==> config.mk <==
export PLATFORM = sky130hd
export DESIGN_NAME = shift_add_multiplier
export DESIGN_NICKNAME = d
export VERILOG_FILES = /design/src/rtl/shift_add_multiplier.sv
export SDC_FILE = /design/constraint.sdc
export NUM_CORES = 1
export LEC_CHECK = 0
export BUFFER_PORTS_ARGS = -buffer_cell sky130_fd_sc_hd__buf_4
export CORE_MARGIN = 4
export CORE_UTILIZATION = 61
export CTS_CLUSTER_DIAMETER = 60
export CTS_CLUSTER_SIZE = 14
export DETAILED_ROUTE_END_ITERATION = 8
export PLACE_DENSITY = 0.83
export SETUP_SLACK_MARGIN = 0.2
export SLEW_MARGIN = 5
export SYNTH_ARGS = -nofsm -noshare
export SYNTH_HDL_FRONTEND = slang
export SYNTH_SLANG_ARGS = --single-unit
==> constraint.sdc <==
create_clock -name clk -period 2.8 [get_ports clk]
set_input_delay 0.14 -clock clk [delete_from_list [all_inputs] [get_ports clk]]
set_output_delay 0.14 -clock clk [all_outputs]
set_load 0.02 [all_outputs]
==> src/rtl/shift_add_multiplier.sv <==
// shift_add_multiplier: sequential N x N shift-and-add multiplier with start/busy/done handshake
// Define SHIFT_ADD_MULTIPLIER_SIGNED_EN for two's-complement operands (sign-magnitude around the unsigned loop).
module shift_add_multiplier #(
  parameter int N = 4
) (
  input  logic           clk,
  input  logic           rst,
  input  logic           start,
  input  logic [N-1:0]   a,
  input  logic [N-1:0]   b,
  output logic           busy,
  output logic           done,
  output logic [2*N-1:0] result
);
  localparam int CW = $clog2(N + 1);
  typedef enum logic [1:0] {IDLE, RUN, DONE} state_t;
  state_t state_q, state_d;
  logic [2*N-1:0] mcand_q, mcand_d, acc_q, acc_d, result_q, result_d, acc_sum, fin;
  logic [N-1:0] mplier_q, mplier_d, a_mag, b_mag;
  logic [CW-1:0] cnt_q, cnt_d;
  assign acc_sum = mplier_q[0] ? acc_q + mcand_q : acc_q;
`ifdef SHIFT_ADD_MULTIPLIER_SIGNED_EN
  logic neg_q, neg_d;
  assign a_mag = a[N-1] ? N'(-a) : a;
  assign b_mag = b[N-1] ? N'(-b) : b;
  assign neg_d = (state_q == IDLE && start) ? a[N-1] ^ b[N-1] : neg_q;
  assign fin   = neg_q ? ~acc_sum + 1'b1 : acc_sum;
  always_ff @(posedge clk or posedge rst)
    if (rst) neg_q <= 1'b0;
    else     neg_q <= neg_d;
`else
  assign a_mag = a;
  assign b_mag = b;
  assign fin   = acc_sum;
`endif
  always_comb begin
    state_d  = state_q;
    mcand_d  = mcand_q;
    mplier_d = mplier_q;
    acc_d    = acc_q;
    cnt_d    = cnt_q;
    result_d = result_q;
    case (state_q)
      IDLE: if (start) begin
        mcand_d  = {{N{1'b0}}, a_mag};
        mplier_d = b_mag;
        acc_d    = '0;
        cnt_d    = '0;
        state_d  = RUN;
      end
      RUN: begin
        acc_d    = acc_sum;
        mcand_d  = mcand_q << 1;
        mplier_d = mplier_q >> 1;
        cnt_d    = cnt_q + 1'b1;
        if (cnt_q == CW'(N - 1)) begin
          result_d = fin;
          state_d  = DONE;
        end
      end
      default: state_d = IDLE;
    endcase
  end
  always_ff @(posedge clk or posedge rst)
    if (rst) begin
      state_q  <= IDLE;
      mcand_q  <= '0;
      mplier_q <= '0;
      acc_q    <= '0;
      cnt_q    <= '0;
      result_q <= '0;
    end else begin
      state_q  <= state_d;
      mcand_q  <= mcand_d;
      mplier_q <= mplier_d;
      acc_q    <= acc_d;
      cnt_q    <= cnt_d;
      result_q <= result_d;
    end
  assign busy   = state_q == RUN;
  assign done   = state_q == DONE;
  assign result = result_q;
endmodule

-- Yosys cells after proc, flatten, opt, wreduce, memory -nomap -nowiden
Cells that the tools add are included.
- $add $sub $neg: 2
- reductions and logical operators: 5
- equality and inequality tests: 5
- muxes and demuxes: 12
- operators with widths (operator ; count):
    8-bit case mux with 2 select lines ; 2
    8-bit 2-to-1 mux ; 3
    8-bit adder ; 1
    4-bit case mux with 2 select lines ; 1
    3-bit case mux with 2 select lines ; 1
    2-bit AND reduction ; 3
    2-bit 2-to-1 mux ; 2
    4-bit 2-to-1 mux ; 1
    2-bit case mux with 2 select lines ; 1
    3-bit by 1-bit adder with 3-bit output, second input constant ; 1
    3-bit by 2-bit equality test with 1-bit output, second input constant ; 1
    3-bit 2-to-1 mux ; 1
    2-bit by 1-bit equality test with 1-bit output, second input constant ; 1
    2-bit equality test, second input constant ; 1
    2-bit logical NOT ; 1
    2-bit by 1-bit inequality test with 1-bit output, second input constant ; 1
    2-bit inequality test, second input constant ; 1
    2-bit nonzero test ; 1
- output and inout port bits: 10
- flip-flop bits (word level): 33
- logic and storage cells: 30
- bits of input ports: 11

-- Longest topological paths before layout
Gate-level depths: netlist of the first run.
- word-level depth: 3
- mapped depth: 8
- depth with buffers taken out: 7

-- Least setup slack after synthesis of the first run
OpenSTA, ideal clock, no wires.
- path type: flip-flop to flip-flop
- start: register mcand_q[0]
- end: register result_q[6], in the netlist result[6]
- required time: 2.678 ns
- path slack: 0.945 ns
- library setup time: 0.122 ns
- clock period less this slack: 1.855 ns
- arrival time: 1.733 ns
- buffers on the path: 0
- cell stages (with the launch flop): 8
- cells stage by stage: dfrtp_1 -> ha_1 -> fa_1 -> a21oi_1 -> o21ai_0 -> a21oi_1 -> mux2i_1 -> nand2_1
- cells in the longest elaborated chain, start to end: 2
- ends and longest elaborated chain (element ; line ; RTL):
    start, declared ; 18 ; logic [2*N-1:0] mcand_q, mcand_d, acc_q, acc_d, result_q, result_d, acc_sum, fin;
    start signal, assigned ; 74 ; mcand_q <= mcand_d;
    8-bit adder ; 21 ; assign acc_sum = mplier_q[0] ? acc_q + mcand_q : acc_q;
    8-bit 2-to-1 mux ; 21 ;
    end signal, assigned ; 78 ; result_q <= result_d;
    end, declared ; 18 ;
Every way passes these cells.
A chain may end at the register's enable or synchronous reset.

-- Final worst setup path of the first run
- start: register mcand_q[0]
- end: register acc_q[6]
- cells in the longest elaborated chain, start to end: 3
- ends and longest elaborated chain (element ; line ; RTL):
    8-bit adder ; 21 ;
    8-bit 2-to-1 mux ; 21 ;
    8-bit case mux with 2 select lines ; 43 ; case (state_q)
    end signal, assigned ; 69 ; acc_q <= '0;
    end signal, assigned ; 76 ; acc_q <= acc_d;
    end, declared ; 18 ;
Every way passes these cells.

==> results of run 1 <==
==> metal layers <==
layer | share of wire | wire length, um
met5 | 0 | 0
met1 | 0.42 | 1399
met2 | 0.50 | 1655
met4 | 0.026 | 87
met3 | 0.055 | 184
==> timing repair <==
| item | in CTS | in global routing |
|---|---|---|
| hold endpoints to repair | 17 | 0 |
| endpoints found under the setup margin | 0 | 0 |
| hold buffers | 2 | 0 |
| buffers inserted | 0 | 0 |
==> state kept, by name, indices dropped and copies added (netlist names) <==
signal    count
acc_q         8
result        8
cnt_q         3
state_q       2
mcand_q       8
mplier_q      4
==> per-stage QoR <==
step | total power, mW | instance area (um2) | util | hold slack [ns] | instances
global placement | 1.862 | 1854 | 0.7286 | 0.2687 | 207
CTS | 2.219 | 1944 | 0.7640 | 0.008305 | 217
finish | 2.201 | 1944 | 0.7640 | 0.02152 | 217
detailed placement | 1.908 | 1854 | 0.7286 | 0.2728 | 207
global route | 2.393 | 1944 | 0.7640 | 0.02119 | 217
floorplan | 1.625 | 1684 | - | 0.2689 | 161
==> cells by family (layout without fill, tap and decap cells) <==
family	Yosys count	in the layout	share of synthesized area
AOI/OAI and AO/OA	51	51	0.1954
xor gates and xnor gates	5	5	0.02601
adders and majority gates	10	10	0.07875
buffers and inverters	13	39	0.03492
DFF	33	33	0.4903
muxes	12	12	0.07133
and+or+nand+nor	37	37	0.1033
==> final cells by class <==
type / instances / share of cell area
flip-flops and latches: 33 / 0.4247
clock buffers: 7 / 0.03346
repair buffers: 24 / 0.09524
well taps: 30 / 0.01931
inverters: 7 / 0.01351
clock inverters: 1 / 0.002574
multi-input cells: 115 / 0.4112
==> power groups by stage <==
stage / registers (mW) / logic [mW] / clock network, mW
after floorplan: 0.852 / 0.773 / 0
after global placement: 0.856 / 1.01 / 0
after detailed placement: 0.866 / 1.04 / 0
after CTS: 0.856 / 1.05 / 0.311
after global routing: 0.885 / 1.18 / 0.330
final: 0.858 / 1.04 / 0.304
==> worst min path at each step <==
stage               start                      end  slack [ns]  depth (start not counted)
finish               b[3]  mplier_q[3]$_DFFE_PP0P_        0.02                          2
CTS                  b[3]  mplier_q[3]$_DFFE_PP0P_       0.008                          2
global placement      rst     acc_q[1]$_DFFE_PP0P_        0.27                          2
global route         b[3]  mplier_q[3]$_DFFE_PP0P_        0.02                          2
floorplan             rst     acc_q[0]$_DFFE_PP0P_        0.27                          1
detailed placement    rst     acc_q[1]$_DFFE_PP0P_        0.27                          2
==> synth_stat cells <==
master / number
mux2i_1: 12
xnor2_1: 2
dfrtp_1: 33
o211ai_1: 1
buf_6: 1
inv_1: 5
nor2_1: 3
nor3_1: 1
fa_1: 1
xor2_1: 3
buf_2: 2
a21o_1: 2
nand2b_1: 1
nand3_1: 1
o21bai_1: 3
o21ai_0: 14
ha_1: 9
clkbuf_1: 3
nor2b_1: 2
nand2_1: 23
and2_1: 1
o21ai_1: 8
a211o_1: 1
inv_2: 2
a22o_1: 12
a21oi_1: 7
nor3b_1: 2
and3_1: 1
a211oi_2: 1
a31oi_1: 2
or3_4: 1
and3b_1: 1
==> worst max-delay path: stages (launching register included) <==
cell and delay (ns):
dfrtp_1 0.43, ha_1 0.26, fa_1 0.42, a21oi_1 0.20, o21ai_0 0.11, a21oi_1 0.29, xor2_1 0.20, o21ai_0 0.11
==> impl_results.md, run 1 <==
- Status: finished clean
- GR Util met2: 0.3565
- Min Tclk post-route: between 2 and 2.5 ns
- Leading cell type in the layout, fill and taps excluded: dfrtp_1
- Row cnt: 18
- R2R Setup Slk: roughly 0.65 ns
- Clock sink count: 33
- # fillers: 188
- Yosys warns: 0
- Synth Cell Area: between 1500 and 2000 um2
- Count of state elements after synthesis: 33
- First-pass GRT wire length: 5858 um
- Root Buffer: clkbuf_4
- Sequential share of power: 0.390
- Top post-synthesis cells by area: dfrtp_1 (49%), mux2i_1 (7.1%), ha_1 (6.7%), a22o_1 (6.2%), nand2_1 (5.1%)
- Internal: 1.280 mW
- Core ar.: between 2000 and 3000 um2
- CP startpoint: mcand_q[0]$_DFFE_PP0P_
- H-tree depth: 2
- Nets: a little over 200
- Slew Viols, Final: 0
- Tot GR Track Use: 0.2220
- CTS tree: yes
- Maximum clock frequency: 0.4658 GHz
- I/O pins: 21
- Die Ht: around 60 um
- Worst reg2reg path endpoint: acc_q[6]$_DFFE_PP0P_
- Routed length per placed instance: around 15 um
- Skew-Pair Late Insertion Delay: approximately 0.34 ns
- Drt initial violations: 24
- Remaining global-route overflow: 0
- Initial Util: 0.6618
- Reg area: just over 800 um2
- Pre-CTS setup slack: 0.6920 ns
- Layout cells sized above 1: 0.1818
- Drt pass-1 iters: 4
- Final-report hold violation count: 0
- Sequential fraction of the synthesis area: 0.4903
- Via Count: between 1k and 1.5k
- Routed vias/inst: 5.926
- Comb pwr share: 0.472
- Required @ worst endpoint: 3.02 ns
- CP Class: reg -> reg
- Drt drc: 0
- IO Port Bufs: 20
- Worst rel slew slack: 0.5545
- Slew at the pin with the worst max-slew slack: roughly 0.67 ns
- Crit path DAT: approximately 2.4 ns
- Multi-input logic area: between 700 and 800 um2
- Critical path launch point type: register
- RR Startpoint: mcand_q[0]$_DFFE_PP0P_
- Most frequent cells in the layout: dfrtp_1 (33), nand2_1 (23), buf_4 (22)
- Final WL: ~3300 um
- CP Capture Type: register
- Unrepaired setup endpoints after global routing: false
- Final setup viols: 0
- Synth Instances: 161
- Post-CTS resize count: 0
- CTS buffer count: 5
- End of the critical path: acc_q[6]$_DFFE_PP0P_
- Vias in the first global route: about 1.3k
- DRT antenna net count: 0
- Max cap viols: 0
- Cell variety after synth: 32
- CTS max path bufs: 2
- Yosys top cell area share: 0.4903
- Clk_skew: between 0.002 and 0.0025 ns
- Final setup margin: 0.6533 ns
- Post-synthesis area per instance: roughly 10 um2
- Initial antenna violation count: 0
- Leak: a little under 1 nW
- Final critical-path share of the clock period: 0.7667
- Hold Path Class: in -> reg
- Syn Nets: roughly 180
- Die area: around 3700 um2
- PwrDens: 1132 nW/um2
- Largest net degree at the start of global routing: 24
- VDD IR max: between 0.8 and 0.9 mV
- Met3 global-route usage: 0.06170
- Gr busiest metal: met2
- Clk slew on worst S/H paths: ~0.10 ns
- R2R depth: 7
- GP Congestion: between 0.8 and 0.9
- Net switching power: approximately 0.92 mW
- Dominant cell type by area after synthesis: dfrtp_1
- Clock network power share: 0.138
- Setup TNS: 0 ns
- Chip width: just over 60 um
- P&R area growth vs syn: 15.45%
- Final HPWL DP: around 2500 um
- ANT cells: 0
- Crit-path max FO: 3
- Net Sw Frac: 0.4185
- Routing usage on met1: 0.2720
Note: power is estimated with default switching activity, not from simulation.
==> inputs of run 2 (changes only) <==
- CORE_UTILIZATION: 61 -> 57
- PLACE_DENSITY: 0.83 -> 0.79
- clock period: 2.8 -> 2 ns (I/O delays scaled with it)
==> run 2 against run 1 <==
  * Clock skew up 0.0064 ns
  * Sequential power rose by 41%
  * Register-to-register slack got worse by 0.50 ns
  * Die area up 6.1%
  * Total power grew 57%
  * Largest cell class is now multi-input gates
==> impl_results.md, run 2 (synthesis gave the netlist of run 1 again) <==
- Layout cells sized above 1: 0.2985
- DRT antenna net count: 0
- Final WL: between 3000 and 4000 um
- Leading cell type in the layout, fill and taps excluded: buf_4
- Tot GR Track Use: 0.2099
- Final HPWL DP: roughly 2500 um
- Vias in the first global route: 1382
- P&R area growth vs syn: 28.16%
- Most frequent cells in the layout: buf_4 (35), dfrtp_1 (32), nand2_1 (23)
- Worst rel slew slack: 0.5913
- Routed vias/inst: 5.707
- VDD IR max: ~1.4 mV
- Largest net degree at the start of global routing: 34
- Skew-Pair Late Insertion Delay: roughly 0.35 ns
- Core ar.: roughly 2800 um2
- CP Class: reg -> reg
- IO Port Bufs: 20
- Drt pass-1 iters: 4
- Clk_skew: 0.008435 ns
- CP Capture Type: register
- Nets: about 220
- Setup TNS: 0 ns
- Crit path DAT: roughly 2.1 ns
- # fillers: roughly 190
- H-tree depth: 2
- Required @ worst endpoint: approximately 2.2 ns
- First-pass GRT wire length: 6451 um
- Root Buffer: clkbuf_4
- Status: finished clean
- Leak: roughly 1 nW
- CTS tree: yes
- Minimum hold slack: 0.02823 ns
- Clk slew on worst S/H paths: 0.09 ns
- Final setup viols: 0
- Die Ht: 62.36 um
- PwrDens: between 1500 and 2000 nW/um2
- Initial antenna violation count: 0
- Row cnt: 19
- Drt initial violations: 66
- I/O pins: 21
- Maximum clock frequency: 0.5410 GHz
- Initial Util: 0.6055
- Max cap viols: 0
- Min Tclk post-route: about 1.8 ns
- Die area: roughly 3900 um2
- Final-report hold violation count: 0
- Slew Viols, Final: 0
- Hold Path Class: in -> reg
- Clock sink count: 33
- Unrepaired setup endpoints after global routing: true
- ANT cells: 0
- Drt drc: 0
- Remaining global-route overflow: 0
- CTS buffer count: 5
- Final critical-path share of the clock period: 0.9242
- Via Count: around 1.3k
- Slew at the pin with the worst max-slew slack: approximately 0.61 ns
- Crit-path max FO: 3
- Routed length per placed instance: about 17 um
- Critical path launch point type: register
- GP Congestion: roughly 0.84
- Chip width: just over 60 um
- CTS max path bufs: 2
-- run 2: stage by stage --
step | instance area (um2) | setup slack (ns) | total power, mW | utilization | instances
after floorplan | 1690 | 0.2006 | 2.284 | - | 161
after global placement | 1899 | 0.1018 | 2.677 | 0.6829 | 213
after detailed placement | 1899 | 0.04488 | 2.749 | 0.6829 | 213
after CTS | 2068 | 0.1645 | 3.263 | 0.7436 | 228
after global routing | 2158 | -0.009214 | 3.744 | 0.7760 | 232
final | 2158 | 0.1516 | 3.461 | 0.7760 | 232
-- run 2: worst paths after layout --
| path | depth (start not counted) | slack, ns | from | end |
|---|---|---|---|---|
| min in group asynchronous | 4 | 0.39 | rst | result[5]$_DFFE_PP0P_ |
| worst max register to register | 7 | 0.15 | acc_q[0]$_DFFE_PP0P_ | result[6]$_DFFE_PP0P_ |
| worst min-delay path | 3 | 0.03 | start | state_q[0]$_DFFE_PP0P_ |
| max in group asynchronous | 4 | 1.30 | rst | mcand_q[2]$_DFFE_PP0P_ |
| worst max-delay path | 7 | 0.15 | acc_q[0]$_DFFE_PP0P_ | result[6]$_DFFE_PP0P_ |
| worst min register to register | 2 | 0.49 | result[0]$_DFFE_PP0P_ | result[0]$_DFFE_PP0P_ |
-- run 2: timing repair --
item	CTS	global route
pin swaps	6	8
buffers inserted	4	4
resized for setup	10	10
setup endpoints to repair	5	7
hold buffers	3	0
cloned	0	0
hold endpoints to repair	35	0
-- run 2: final cells by class --
class / count / area, um2 / share of cell area
multi-input combinational: 115 / 924.6 / 0.4284
inverter: 7 / 26.28 / 0.01217
clock buffer: 8 / 48.80 / 0.02261
sequential: 33 / 827.0 / 0.3832
tap: 31 / 38.79 / 0.01797
timing repair buffer: 38 / 292.8 / 0.1357
-- run 2: power breakdown --
part,total [mW],switching [mW],internal (mW)
registers,1.21,0.266,0.943
clock network,0.356,0.216,0.140
logic,1.90,0.982,0.914
-- run 2: per-layer routing --
| metal | share of wire | GRT usage |
|---|---|---|
| met3 | 0.045 | 0.07207 |
| met1 | 0.43 | 0.2627 |
| met2 | 0.49 | 0.3316 |
| met4 | 0.029 | 0.08488 |
| met5 | 0 | 0 |
-- run 2: worst max-delay path, stage by stage (launching register included) --
cell	delay (ns)
dfrtp_1	0.44
ha_4	0.20
fa_2	0.39
a21oi_2	0.20
o21ai_2	0.08
a21oi_2	0.19
mux2i_1	0.20
nand2_1	0.06
==> inputs of run 3 (changes only) <==
- BUFFER_PORTS_ARGS: -buffer_cell sky130_fd_sc_hd__buf_4 -> -buffer_cell sky130_fd_sc_hd__buf_2
==> run 3 against run 2 <==
  * First-iteration DRC count shrank 23%
  * Total power down 0.45%
  * Maximum frequency up 0.98%
  * Cell count fell by 1.3%
  * Critical endpoint is now acc_q[4]$_DFFE_PP0P_
==> impl_results.md, run 3 (synthesis gave the netlist of run 1 again) <==
- DRT antenna net count: 0
- Unrepaired setup endpoints after global routing: true
- Drt drc: 0
- Final critical-path share of the clock period: 0.9152
- Final setup viols: 0
- Root Buffer: clkbuf_4
- PwrDens: approximately 1700 nW/um2
- Critical path launch point type: register
- Nets: about 220
- Die Ht: 62.36 um
- I/O pins: 21
- P&R area growth vs syn: 23.40%
- VDD IR max: ~1.5 mV
- # fillers: 194
- GP Congestion: a little over 0.9
- Slew Viols, Final: 0
- CTS max path bufs: 2
- CP Class: reg -> reg
- Hold path start: start
- IO Port Bufs: 20
- Clock sink count: 33
- Worst rel slew slack: 0.5900
- Setup TNS: 0 ns
- WHS Endpoint: state_q[0]$_DFFE_PP0P_
- Slew at the pin with the worst max-slew slack: ~0.6 ns
- Final Cell Area: between 2000 and 2500 um2
- CTS tree: yes
- Routed vias/inst: 5.659
- Leak: between 1 and 1.5 nW
- Worst reg2reg path endpoint: acc_q[4]$_DFFE_PP0P_
- Final Util: 0.7472
- Tot GR Track Use: 0.1977
- Final WL: ~3600 um
- Via Count: 1296
- R2R depth: 7
- Chip width: 62.36 um
- Max cap viols: 0
- Hold-critical path depth: 3
- Routed length per placed instance: approximately 16 um
- Min Tclk post-route: approximately 1.8 ns
- RR Startpoint: acc_q[0]$_DFFE_PP0P_
- Drt initial violations: between 50 and 60
- Remaining global-route overflow: 0
- H-tree depth: 2
- Clk_skew: roughly 0.011 ns
- CP Capture Type: register
- Leading cell type in the layout, fill and taps excluded: dfrtp_1
- Status: finished clean
- Core ar.: around 2800 um2
- Vias in the first global route: ~1.3k
- Largest net degree at the start of global routing: 34
- Clk slew on worst S/H paths: around 0.10 ns
- Most frequent cells in the layout: dfrtp_1 (32), nand2_1 (22), buf_2 (20)
- Drt pass-1 iters: 4
- Layout cells sized above 1: 0.2828
- Row cnt: 19
- Hold Path Class: in -> reg
- Initial Util: 0.6055
- R2R Setup Slk: ~0.17 ns
- Crit path DAT: a little over 2 ns
- Die area: around 4000 um2
- Crit-path max FO: 3
- Final-report hold violation count: 0
- Skew-Pair Late Insertion Delay: around 0.34 ns
- Final HPWL DP: approximately 2500 um
- First-pass GRT wire length: 6141 um
- Required @ worst endpoint: around 2.2 ns
- ANT cells: 0
- Placed cell areas: approximately 1800 um2
- Maximum clock frequency: 0.5463 GHz
- CTS buffer count: 5
- Initial antenna violation count: 0
==> run 3: cell count changes in the layout (fill, tap and decap cells not counted), sizes merged <==
| cell | previous run | this run |
|---|---|---|
| clkbuf | 8 | 7 |
| bufinv | 0 | 1 |
| buf | 35 | 32 |
==> run 3: area by class of cell <==
type / instances / area, um2 / share of cell area
Clock buffer: 7 / 55.05 / 0.02649
Clock inverter: 1 / 30.03 / 0.01445
Inverter: 7 / 26.28 / 0.01264
Multi-Input combinational cell: 115 / 880.8 / 0.4238
Sequential cell: 33 / 827.0 / 0.3980
Tap cell: 31 / 38.79 / 0.01866
Timing Repair Buffer: 35 / 220.2 / 0.1060
==> run 3: repair_timing <==
action	4_1_cts	5_1_grt
pin swaps	10	10
endpoints found under the hold margin	35	0
buffers inserted	3	2
resized for setup	11	4
hold buffers	3	0
endpoints found under the setup margin	5	7
==> run 3: where the power goes <==
group / internal (mW) / switching (mW) / total [mW]
clock network: 0.298 / 0.222 / 0.520
logic: 0.795 / 0.943 / 1.74
registers: 0.943 / 0.244 / 1.19
==> run 3: through the flow <==
| step | power, mW | setup WS, ns | hold WS [ns] | cells |
|---|---|---|---|---|
| after floorplan | 2.284 | 0.2006 | 0.2289 | 161 |
| after global routing | 3.708 | 0.09174 | 0.02399 | 229 |
| final | 3.445 | 0.1695 | 0.02309 | 229 |
| after global placement | 2.619 | 0.1405 | 0.2014 | 213 |
| after CTS | 3.368 | 0.1807 | 0.01002 | 227 |
| after detailed placement | 2.695 | 0.01141 | 0.2097 | 213 |
==> run 3: metal layers <==
metal	routed length (um)	share of wire	global-route usage	vias to the layer above
li1	-	-	-	641
met1	1561	0.44	0.2529	612
met2	1760	0.49	0.3057	36
met5	0	0	0	-
met4	82	0.023	0.09814	0
met3	182	0.051	0.05586	7
==> run 3: how the worst max path moves through the flow <==
stage                           startpoint               endpoint  cells after the start
detailed placement  mcand_q[4]$_DFFE_PP0P_   acc_q[7]$_DFFE_PP0P_                      6
finish                acc_q[0]$_DFFE_PP0P_   acc_q[4]$_DFFE_PP0P_                      7
global placement    mcand_q[0]$_DFFE_PP0P_  result[6]$_DFFE_PP0P_                      7
floorplan           mcand_q[4]$_DFFE_PP0P_   acc_q[7]$_DFFE_PP0P_                      6
global route          acc_q[0]$_DFFE_PP0P_  result[4]$_DFFE_PP0P_                      7
CTS                 mcand_q[1]$_DFFE_PP0P_  result[7]$_DFFE_PP0P_                      6
==> run 3: worst max-delay path, cell delays in order (launching register included) <==
cell      delay (ns)
dfrtp_1         0.43
ha_4            0.19
fa_2            0.35
a21oi_2         0.17
o21bai_1        0.10
xor2_1          0.18
buf_4           0.14
a22o_1          0.18
